--- src/rtl/prog_mod_counter_pkg.sv ---
// prog_mod_counter_pkg
//   Shared types and helpers for the programmable-modulus counter.
//   dir_e     : count direction encoding (matches the up_dn port value).
//   MIN_MOD   : smallest legal modulus.
//   mod_legal : true when a modulus lies in MIN_MOD..2^width.
package prog_mod_counter_pkg;

   typedef enum logic {
      DIR_DN = 1'b0,
      DIR_UP = 1'b1
   } dir_e;

   localparam int unsigned MIN_MOD = 2;

   function automatic logic mod_legal(input int unsigned val, input int unsigned width);
      return (val >= MIN_MOD) && (val <= (32'd1 << width));
   endfunction

endpackage

--- src/rtl/prog_mod_counter_mod_cfg_reg.sv ---
// mod_cfg_reg
//   Owns the modulus register M, the legality check on writes and the
//   sticky cfg_err flag.
//   Ports:
//     clk, rst  : clock, asynchronous active-high reset
//     mod_wr    : modulus write strobe
//     mod_val   : requested modulus (WIDTH+1 bits)
//     modulus   : registered modulus M
//     mod_eff   : M as it will be after this edge (write value when legal)
//     mod_upd   : a legal write is being accepted this cycle
//     cfg_err   : set by any illegal write, cleared only by rst
module mod_cfg_reg
   import prog_mod_counter_pkg::*;
#(
   parameter int unsigned WIDTH       = 4,
   parameter int unsigned DEFAULT_MOD = 10
) (
   input  logic             clk,
   input  logic             rst,
   input  logic             mod_wr,
   input  logic [WIDTH:0]   mod_val,
   output logic [WIDTH:0]   modulus,
   output logic [WIDTH:0]   mod_eff,
   output logic             mod_upd,
   output logic             cfg_err
);

   localparam logic [WIDTH:0] RST_MOD = (WIDTH+1)'(DEFAULT_MOD);

   if (!mod_legal(DEFAULT_MOD, WIDTH)) begin : g_bad_default
      $error("prog_mod_counter: DEFAULT_MOD outside 2..2^WIDTH");
   end

   assign mod_upd = mod_wr & mod_legal(32'(mod_val), WIDTH);
   assign mod_eff = mod_upd ? mod_val : modulus;

   always_ff @(posedge clk or posedge rst) begin
      if (rst) begin
         modulus <= RST_MOD;
         cfg_err <= 1'b0;
      end else begin
         if (mod_upd) begin
            modulus <= mod_val;
         end
         if (mod_wr && !mod_upd) begin
            cfg_err <= 1'b1;
         end
      end
   end

endmodule

--- src/rtl/prog_mod_counter.sv ---
// prog_mod_counter
//   Up/down counter with a run-time programmable modulus M (2..2^WIDTH),
//   wrap or saturate behaviour at the terminal values, synchronous load
//   and a one-cycle wrap pulse.
//   Ports:
//     clk, rst  : clock, asynchronous active-high reset
//     en        : count enable
//     up_dn     : 1 = up, 0 = down
//     sat_mode  : 1 = saturate at terminal value, 0 = wrap
//     load      : load strobe, load_val clamped to M-1
//     load_val  : value to load
//     mod_wr    : modulus write strobe
//     mod_val   : new modulus
//     count     : current count (always < M)
//     modulus   : effective modulus M
//     tc        : combinational terminal-count flag
//     wrap      : registered pulse, one cycle after a wrap
//     cfg_err   : sticky illegal-modulus flag
module prog_mod_counter
   import prog_mod_counter_pkg::*;
#(
   parameter int unsigned WIDTH       = 4,
   parameter int unsigned DEFAULT_MOD = 10
) (
   input  logic             clk,
   input  logic             rst,
   input  logic             en,
   input  logic             up_dn,
   input  logic             sat_mode,
   input  logic             load,
   input  logic [WIDTH-1:0] load_val,
   input  logic             mod_wr,
   input  logic [WIDTH:0]   mod_val,
   output logic [WIDTH-1:0] count,
   output logic [WIDTH:0]   modulus,
   output logic             tc,
   output logic             wrap,
   output logic             cfg_err
);

   logic [WIDTH:0]   mod_eff;
   logic             mod_upd;
   logic [WIDTH-1:0] term;
   logic [WIDTH-1:0] term_eff;
   logic [WIDTH-1:0] load_clamped;
   logic [WIDTH-1:0] count_nxt;
   logic             wrap_nxt;
   dir_e             dir;

   mod_cfg_reg #(
      .WIDTH       (WIDTH),
      .DEFAULT_MOD (DEFAULT_MOD)
   ) u_cfg (
      .clk     (clk),
      .rst     (rst),
      .mod_wr  (mod_wr),
      .mod_val (mod_val),
      .modulus (modulus),
      .mod_eff (mod_eff),
      .mod_upd (mod_upd),
      .cfg_err (cfg_err)
   );

   // M-1 always fits in WIDTH bits because M <= 2^WIDTH.
   assign term     = WIDTH'(modulus - (WIDTH+1)'(1));
   assign term_eff = WIDTH'(mod_eff - (WIDTH+1)'(1));

   // Load clamps against the modulus that will be in force after this edge.
   assign load_clamped = ({1'b0, load_val} < mod_eff) ? load_val : term_eff;

   assign dir = dir_e'(up_dn);

   assign tc = en & (((dir == DIR_UP) & (count == term)) |
                     ((dir == DIR_DN) & (count == '0)));

   always_comb begin
      count_nxt = count;
      wrap_nxt  = 1'b0;
      if (mod_wr) begin
         // A modulus write cycle never counts; it only loads or
         // pulls an out-of-range count back to zero.
         if (load) begin
            count_nxt = load_clamped;
         end else if (mod_upd && ({1'b0, count} >= mod_eff)) begin
            count_nxt = '0;
         end
      end else if (load) begin
         count_nxt = load_clamped;
      end else if (en) begin
         case (dir)
            DIR_UP: begin
               if (count < term) begin
                  count_nxt = count + WIDTH'(1);
               end else if (!sat_mode) begin
                  count_nxt = '0;
                  wrap_nxt  = 1'b1;
               end else begin
                  count_nxt = term;
               end
            end
            DIR_DN: begin
               if (count != '0) begin
                  count_nxt = count - WIDTH'(1);
               end else if (!sat_mode) begin
                  count_nxt = term;
                  wrap_nxt  = 1'b1;
               end
            end
            default: begin
               count_nxt = count;
            end
         endcase
      end
   end

   always_ff @(posedge clk or posedge rst) begin
      if (rst) begin
         count <= '0;
         wrap  <= 1'b0;
      end else begin
         count <= count_nxt;
         wrap  <= wrap_nxt;
      end
   end

endmodule
--- config.mk ---
export PLATFORM = sky130hd
export DESIGN_NAME = prog_mod_counter
export DESIGN_NICKNAME = d
export VERILOG_FILES = /design/src/rtl/prog_mod_counter_pkg.sv /design/src/rtl/prog_mod_counter_mod_cfg_reg.sv /design/src/rtl/prog_mod_counter.sv
export SDC_FILE = /design/constraint.sdc
export NUM_CORES = 1
export LEC_CHECK = 0
export CAP_MARGIN = 20
export CELL_PAD_IN_SITES_DETAIL_PLACEMENT = 0
export CELL_PAD_IN_SITES_GLOBAL_PLACEMENT = 1
export CORE_UTILIZATION = 37
export CTS_BUF_LIST = sky130_fd_sc_hd__clkbuf_2
export DETAILED_ROUTE_END_ITERATION = 12
export PLACE_DENSITY_LB_ADDON = 0.1
export SETUP_SLACK_MARGIN = 0.2
export SLEW_MARGIN = 40
export SYNTH_ARGS = -nofsm -noshare
export SYNTH_HDL_FRONTEND = slang
export SYNTH_SLANG_ARGS = --single-unit
--- constraint.sdc ---
create_clock -name clk -period 2.5 [get_ports clk]
set_clock_uncertainty 0.1 [all_clocks]
set_input_delay 0.625 -clock clk [delete_from_list [all_inputs] [get_ports clk]]
set_output_delay 0.625 -clock clk [all_outputs]
set_load 0.02 [all_outputs]
== After elaboration in Yosys (flattened, before gate mapping) ==
Index checks and enable logic that the tools add are counted.

* Logic and storage cells: 49
* Output and inout port bits: 12
* Input bits: 16
* Register bits after elaboration: 11

* Equal/unequal tests: 3
* $lt $le $gt $ge: 5
* $add $sub $neg: 4
* Muxes and demuxes: 19
* Reduce and logical (&&, ||, !) cells: 8
* Bitwise operators: 6

{| class="wikitable"
|+ Operator list
! operator !! number
|-
| $mux 4 || 10
|-
| $sub 4x1->4 const B || 3
|-
| $pmux 4 s2 || 1
|-
| $mux 1 || 6
|-
| $ge 4x5->1 || 1
|-
| $ge 5x2->1 const B || 1
|-
| $le 5x5->1 const B || 1
|-
| $lt 4x5->1 || 1
|-
| $mux 5 || 1
|-
| $ne 5x4->1 const B || 1
|-
| $add 4x1->4 const B || 1
|-
| $and 1x1->1 || 4
|-
| $eq 4x4->1 || 1
|-
| $logic_not 4->1 || 1
|-
| $lt 4x4->1 || 1
|-
| $reduce_bool 4->1 || 1
|-
| $logic_and 1x1->1 || 3
|-
| $ne 3x2->1 const B || 1
|-
| $reduce_and 3->1 || 1
|-
| $reduce_bool 3->1 || 1
|-
| $pmux 1 s2 || 1
|-
| $logic_not 1->1 || 1
|-
| $not 1->1 || 1
|-
| $or 1x1->1 || 1
|}

== Longest topological paths before layout ==
Gate-level depths: netlist (run 1).

* Depth after elaboration: 9
* Depth in mapped cells: 11
* Gate-level depth less buffers: 11

== Cells and area by module ==
A second synthesis (run 1) with hierarchy kept.

* Cell total of the unflattened synthesis: 143
* Area total of the unflattened synthesis: 1266.2 um^2

{| class="wikitable"
|+ By module, submodules not included
! module !! seq. area each (um^2) !! area each (um^2) !! cells an instance !! times used
|-
| prog_mod_counter || 125.1 || 945.9 || 112 || 1
|-
| mod_cfg_reg || 152.6 || 320.3 || 31 || 1
|}

== Least setup slack after synthesis (run 1) ==
Ideal clock, no wire load.

* Kind: input -> register
* Start: input port mod_val[1]
* End: register count[3]
* Setup slack: -668 ps
* Required time: 2316 ps
* Cell stages on the path: 11
* Setup time: 84 ps
* Arrival time: 2985 ps
* Path buffers: 1
* Cells stage by stage: buf_8 -> o31ai_4 -> mux2_4 -> nor3_1 -> ha_1 -> nand2b_1 -> and3_1 -> nor4_4 -> a32oi_1 -> and2_4 -> a41oi_2

* Longest elaborated chain between the ends: 8
* Elaborated cells between the ends (all ways): 15
* Classes of those cells: 1 x add/sub; 4 x order compare; 1 x eq/ne; 5 x mux; 1 x bitwise; 3 x reduce/logical

{| class="wikitable"
|+ RTL lines
! what !! line !! text
|-
| from (decl) || prog_mod_counter.sv:33 || <nowiki>input logic [WIDTH:0] mod_val,</nowiki>
|-
| $ge 5x2->1 / $le 5x5->1 (equally long branches) || prog_mod_counter_pkg.sv:16 || <nowiki>return (val >= MIN_MOD) && (val <= (32'd1 << width));</nowiki>
|-
| $logic_and 1x1->1 (*) || prog_mod_counter_pkg.sv:16 ||
|-
| $and 1x1->1 (*) || prog_mod_counter_mod_cfg_reg.sv:34 || <nowiki>assign mod_upd = mod_wr & mod_legal(32'(mod_val), WIDTH);</nowiki>
|-
| $mux 5 (*) || -- ||
|-
| net mod_eff[0] || prog_mod_counter.sv:41 || <nowiki>logic [WIDTH:0] mod_eff;</nowiki>
|-
| $ge 4x5->1, or another cell as far along || prog_mod_counter.sv:84 || <nowiki>end else if (mod_upd && ({1'b0, count} >= mod_eff)) begin</nowiki>
|-
| $logic_and 1x1->1 / $mux 4 (equally long branches) || prog_mod_counter.sv:84, prog_mod_counter.sv:69 ||
|-
| $ne 3x2->1 (no line), or another cell as far along || -- ||
|-
| $reduce_and 3->1 (no line) / $mux 4 (equally long branches) || -- ||
|-
| to (signal assigned) || prog_mod_counter.sv:121 || <nowiki>count <= count_nxt;</nowiki>
|-
| to (decl) || prog_mod_counter.sv:34 || <nowiki>output logic [WIDTH-1:0] count,</nowiki>
|}

Mark *: on every way through the listed nets, which the timed path passes. The rest lies on a longest branch.
A chain may end at the register's enable or synchronous reset.

== Worst setup path after layout (run 1) ==
* Start: input port mod_val[2]
* End: register count[2]

The elaborated chain is that of the path after synthesis.

==> impl_metrics.toml, run 1 <==
[logic_synthesis]
yosys.cell_types.count = 69
synth_ff_type = "dfrtp_1"
syn_area_per_cell_sq_um = 8.917
yosys_warnings = 0
synth-edff-count = 0
ys_seq_elements = 11
synthesis.nets = 193
synth.cell_area_sq_mm = 0.001480
synth-seq-area-share_pct = 18.77
synth_cells = 166
synthArstFlopShare_pct = 100.0

[hold_path]
min_from = "u_cfg.cfg_err"
hold_class = "reg2reg"
hold_path_end = "u_cfg.cfg_err"
whs_path_depth = 1

[final_layout]
antenna_cells = 0
num-nets-final = 282
drive_above_1_share_pct = 47.64
layout_common_cells = "buf_4, clkdlybuf4s50_1, nor2_1, nand3_1, inv_1"
final_util_pct = 64.67
area_growth_pct = 63.57
layout_commonest_cell = "buf_4"

[die]
die_h_microns = 65.25
core_area_sq_mm = 0.003744
num_io_pins = 28
initial_core_util_pct = 39.54
die_w_microns = 65.25
rows = 22
dieArea_sq_mm = 0.004258

[worst_setup_path]
r2r_end = "count[2]"
max_stage_delay_ps = 350
crit_path_start_kind = "input port"
cp_max_fo = 5
critPathSlowestCell = "mux2_4"
endpoint_kind = "flop"
crit_chain = "buf_8 -> o31ai_4 -> mux2_4 -> nor3_4 -> ha_1 -> nand2b_4 -> and3_4 -> nor4_4 -> buf_4 -> o311ai_4 -> and2_4 -> a31oi_4"
r2r_cells = 10
required_ps = 2600
timing.rr.start = "u_cfg.modulus[3]"
arrival_ps = 3050
r2r_setup_slack_ps = -440
path_class = "in2reg"

[sta]
worst_pin_slew_ps = 514.2
whs_ps = 376.6
slew-limit-headroom_pct = 65.68
setup_viol = 6
finalHoldViolations = 0
max_freq_mhz = 339.9
setup_ws_ps = -441.7
min_period_over_period_pct = 117.7
finalMaxSlewViolations = 0
rsz0062_at_grt = "true"
post-route-min-period_ps = 2942

[placement]
globalplace.congestion = 0.8789
dp_hpwl_microns = 3892
port_buffers = 27

[clock_network]
cts_sinks = 11
cts.hold.buffers_added = 0
cts_root_buffer = "clkbuf_2"
clk_path_buf_depth = 2
insertion_delay_ps = 270
htreeDepth = 1
cts_tree = "yes"
cts_inserted_buffers = 3
cts.clk_slew.worst_paths_ps = 130

[power_and_ir_drop]
p_per_area_mw_per_mm2 = 829.4
total_leakage_power_nw = 1.042
peakVddDrop_mv = 0.2901

[global_route]
antenna_found_initial = 0
grt_pass1_vias = 1766
grt_max_degree = 15
grt_pass1_wl_microns = 8245
grt_overflow = 0
grtUsageTotal_pct = 25.19

[route]
drtPass1Iterations = 4
vias = 1731
drt_wl_total_microns = 5020
wl_per_cell_microns = 16.62
vias_per_cell = 5.732
drcViolationCount = 0
ant_nets = 0
drt_iter0_drc = 109

[run_status]
violations = "setup timing"
status = "finished, violations left"

[job]
drv_cap = 0
[per-layer routing]
metal	global-route usage [%]	share of wire, %
met1	28.54	39
met5	0	0
met4	8.967	3.1
met2	48.58	54
met3	1.736	4.3
[worst max-delay path by stage]
stage / startpoint / endpoint
after floorplan: mod_val[1] / count[2]
after global placement: mod_val[2] / count[0]
after detailed placement: mod_val[2] / count[2]
after CTS: mod_val[3] / count[1]
after global routing: u_cfg.modulus[1] / count[2]
final: mod_val[2] / count[2]
[timing repair]
action,in CTS,in global routing
gates resized for setup,39,12
buffers inserted,4,4
pin swaps,12,14
setup endpoints to repair,8,6
[per-stage QoR]
| step | TNS, ps | cell area, sq um | cells | worst slack, ps | power (W) |
|---|---|---|---|---|---|
| 2_1_floorplan | -2382 | 1546 | 166 | -577.8 | 0.001112 |
| 3_3_place_gp | -4469 | 2222 | 290 | -985.2 | 0.001617 |
| 3_5_place_dp | -5132 | 2222 | 290 | -1141 | 0.001661 |
| 4_1_cts | -1986 | 2341 | 298 | -442.8 | 0.001879 |
| 5_1_grt | -2533 | 2421 | 302 | -504.4 | 0.002165 |
| 6_report | -2050 | 2421 | 302 | -441.7 | 0.002008 |
[cells by family (layout without fill, tap and decap cells)]
family                   Yosys count  after routing  share of synthesized area [%]
flip-flops                        11             11                          18.77
AO/OA/AOI/OAI                     61             61                          34.91
buffers and inverters             19            107                          7.777
adder cells (fa/ha/maj)           11             11                          9.298
XOR/XNOR                           6              6                          3.550
AND/OR/NAND/NOR                   56             56                          23.92
multiplexers                       2              2                          1.775
[synth_stat cells (all sizes together) (2+ instances only)]
master	number	area (sq um)
a211o	2	18.77
a21o	8	61.31
a21oi	12	67.57
a311oi	2	17.52
a31oi	10	62.56
a41oi	2	25.03
and2	3	21.27
and3	3	18.77
buf	3	35.03
clkbuf	4	35.04
dfrtp	9	225.2
dfstp	2	52.55
ha	11	137.6
inv	12	45.04
mux2	2	26.27
nand2	4	15.01
nand2b	4	25.02
nand3	9	45.04
nor2	10	40.04
nor2b	3	18.77
nor3	3	15.01
nor3b	2	15.01
nor4	3	40.04
nor4b	2	23.77
o211ai	3	27.52
o21ai	4	31.28
o21bai	2	15.01
o31ai	2	28.78
or3b	2	17.52
or4	2	15.01
xnor2	4	35.03
xor2	2	17.52
[final cells by class]
| class | count | area [sq um] |
|---|---|---|
| repair buffers | 91 | 764.5 |
| inverters | 12 | 45.04 |
| flip-flops and latches | 11 | 280.3 |
| clock buffers | 4 | 20.02 |
| fillers | 331 | 1323 |
| multi-input cells | 136 | 1251 |
| well taps | 48 | 60.06 |
[critical path, delay by kind of cell]
family | cells | cell delay (ps)
simple gates | 5 | 970
buf+inv | 2 | 270
compound gates | 3 | 570
mux | 1 | 350
fa+ha+maj | 1 | 250
[power by group]
part / leakage, nW / total [W] / switching, W / internal [W]
logic: 0.899 / 0.00161 / 0.000766 / 0.000840
registers: 0.127 / 0.000289 / 0.0000630 / 0.000226
clock network: 0.0166 / 0.000113 / 0.0000707 / 0.0000424
[registers in the layout (all words and copies together), names as in the netlist]
register / flops
count: 4
u_cfg.cfg_err: 1
wrap: 1
u_cfg.modulus: 5
Power figures use the tool's default switching activity.
==> run 2, diff against run 1 <==
--- a/config.mk
+++ b/config.mk
@@ -5,13 +5,12 @@
 export SDC_FILE = /design/constraint.sdc
 export NUM_CORES = 1
 export LEC_CHECK = 0
-export CAP_MARGIN = 20
 export CELL_PAD_IN_SITES_DETAIL_PLACEMENT = 0
 export CELL_PAD_IN_SITES_GLOBAL_PLACEMENT = 1
 export CORE_UTILIZATION = 37
 export CTS_BUF_LIST = sky130_fd_sc_hd__clkbuf_2
 export DETAILED_ROUTE_END_ITERATION = 12
-export PLACE_DENSITY_LB_ADDON = 0.1
+export PLACE_DENSITY = 0.8
 export SETUP_SLACK_MARGIN = 0.2
 export SLEW_MARGIN = 40
 export SYNTH_ARGS = -nofsm -noshare
==> run 2 against run 1 <==
Effect of this change: the run still ends with setup timing left; combinational power shrank 7%; power shrank 5.5%; non-clock buffer count shrank 9; clock-buffer cell count is the same; first-iteration DRC count grew 12%; critical endpoint is now count[1]; largest power group unchanged; highest routed layer unchanged.
==> impl_metrics.toml, run 2 (synthesis results as in run 1) <==
[worst_setup_path]
timing.rr.start = "u_cfg.modulus[3]"
crit_path_start_kind = "input port"
arrival_ps = 3010
r2r_setup_slack_ps = -350
r2r_end = "count[2]"
required_ps = 2580
cp_max_fo = 5
worstSetupStartpoint = "mod_val[3]"
path_class = "in2reg"
endpoint_kind = "flop"
worstSetupEndpoint = "count[1]"
r2r_cells = 10

[global_route]
grt_overflow = 0
grt_pass1_wl_microns = 8190
grt_pass1_vias = 1803
antenna_found_initial = 0
grt_max_degree = 12
grtUsageTotal_pct = 24.97

[placement]
globalplace.congestion = 0.8377
port_buffers = 27
dp_hpwl_microns = 4061

[power_and_ir_drop]
total_leakage_power_nw = 0.9914
peakVddDrop_mv = 0.3076
p_per_area_mw_per_mm2 = 821.3

[route]
drt_iter0_drc = 122
vias_per_cell = 5.635
ant_nets = 0
wl_per_cell_microns = 16.50
vias = 1651
drcViolationCount = 0
drt_wl_total_microns = 4835
drtPass1Iterations = 4

[clock_network]
cts.hold.buffers_added = 0
cts_sinks = 11
insertion_delay_ps = 260
cts_tree = "yes"
cts.clk_slew.worst_paths_ps = 130
cts_root_buffer = "clkbuf_2"
cts_inserted_buffers = 3
clk_path_buf_depth = 2
htreeDepth = 1

[run_status]
status = "finished, violations left"
violations = "setup timing"

[final_layout]
register_area_sq_um = 280.3
area_growth_pct = 56.13
antenna_cells = 0
multi_input_area_sq_mm = 0.001222
fillers = 336
top_register = "u_cfg.modulus"
layout_common_cells = "buf_4, clkdlybuf4s50_1, inv_1"
reg_top3 = "u_cfg.modulus: 5 flops, count: 4 flops"
num-nets-final = 273
layout_commonest_cell = "buf_4"
largest_reg_flops = 5
drive_above_1_share_pct = 44.08

[die]
num_io_pins = 28
core_area_sq_mm = 0.003744
rows = 22
die_w_microns = 65.25
die_h_microns = 65.25
dieArea_sq_mm = 0.004258
initial_core_util_pct = 39.54

[sta]
setup_ws_ps = -431.8
finalHoldViolations = 0
finalMaxSlewViolations = 0
whs_ps = 384.8
slew-limit-headroom_pct = 68.51
rsz0062_at_grt = "true"
min_period_over_period_pct = 117.3
setup_viol = 5
worst_pin_slew_ps = 471.8
max_freq_mhz = 341.1
post-route-min-period_ps = 2932
tns_ps = -1971

[job]
drv_cap = 0

[hold_path]
hold_class = "reg2reg"
whs_path_depth = 1
## run 2: cell types whose count changed in the layout (fill, tap and decap cells not counted), sizes merged
cell	previous run	this run
buf	68	59
## run 2: final cells by class
| type | instances | area share [%] |
|---|---|---|
| clock buffers | 4 | 0.8663 |
| inverters | 12 | 1.949 |
| multi-input cells | 136 | 52.90 |
| flip-flops and latches | 11 | 12.13 |
| well taps | 48 | 2.599 |
| repair buffers | 82 | 29.56 |
## run 2: where the power goes
| part | total (W) | internal, W | switching [W] | leakage (nW) |
|---|---|---|---|---|
| Clock | 0.000108 | 0.0000425 | 0.0000660 | 0.0166 |
| Combinational | 0.00150 | 0.000766 | 0.000738 | 0.848 |
| Sequential | 0.000285 | 0.000226 | 0.0000591 | 0.127 |
| Total | 0.00190 | 0.00103 | 0.000863 | 0.991 |
## run 2: what timing repair did
action	4_1_cts	5_1_grt
gates resized for setup	35	8
endpoints found under the setup margin	7	7
pin swaps	13	2
setup buffers	2	0
gates cloned	0	0
## run 2: worst min path at each step
stage	startpoint	to	slack (ps)
6_report	u_cfg.cfg_err	u_cfg.cfg_err	380
4_1_cts	u_cfg.cfg_err	u_cfg.cfg_err	400
2_1_floorplan	rst	count[0]	380
5_1_grt	u_cfg.cfg_err	u_cfg.cfg_err	400
3_3_place_gp	u_cfg.cfg_err	u_cfg.cfg_err	340
3_5_place_dp	u_cfg.cfg_err	u_cfg.cfg_err	360
## run 2: layer usage
metal / track usage, % / up-vias / wire length [microns] / share of wire [%]
met5: 0 / - / 0 / 0
met4: 8.696 / 0 / 128 / 2.6
met3: 2.083 / 13 / 171 / 3.5
met2: 47.42 / 54 / 2554 / 53
met1: 28.75 / 785 / 1981 / 41
li1: - / 799 / - / -
## run 2: critical path, cell delays in order
cell and delay, ps:
buf_8 100, o31ai_4 280, mux2_4 360, nor3_4 180
ha_1 250, nand2b_4 140, and3_4 170, nor4_4 290
a32oi_2 210, and2_4 220, a31oi_1 180
## run 2: through the flow
| stage | instance area, sq um | setup WS, ps | util, % | instances | total power (W) |
|---|---|---|---|---|---|
| finish | 2311 | -431.8 | 61.73 | 293 | 0.001898 |
| global route | 2311 | -514.8 | 61.73 | 293 | 0.002047 |
| CTS | 2265 | -432.9 | 60.49 | 293 | 0.001813 |
| detailed placement | 2200 | -1133 | 58.76 | 287 | 0.001658 |
| global placement | 2200 | -1011 | 58.76 | 287 | 0.001600 |
| floorplan | 1546 | -577.8 | - | 166 | 0.001112 |
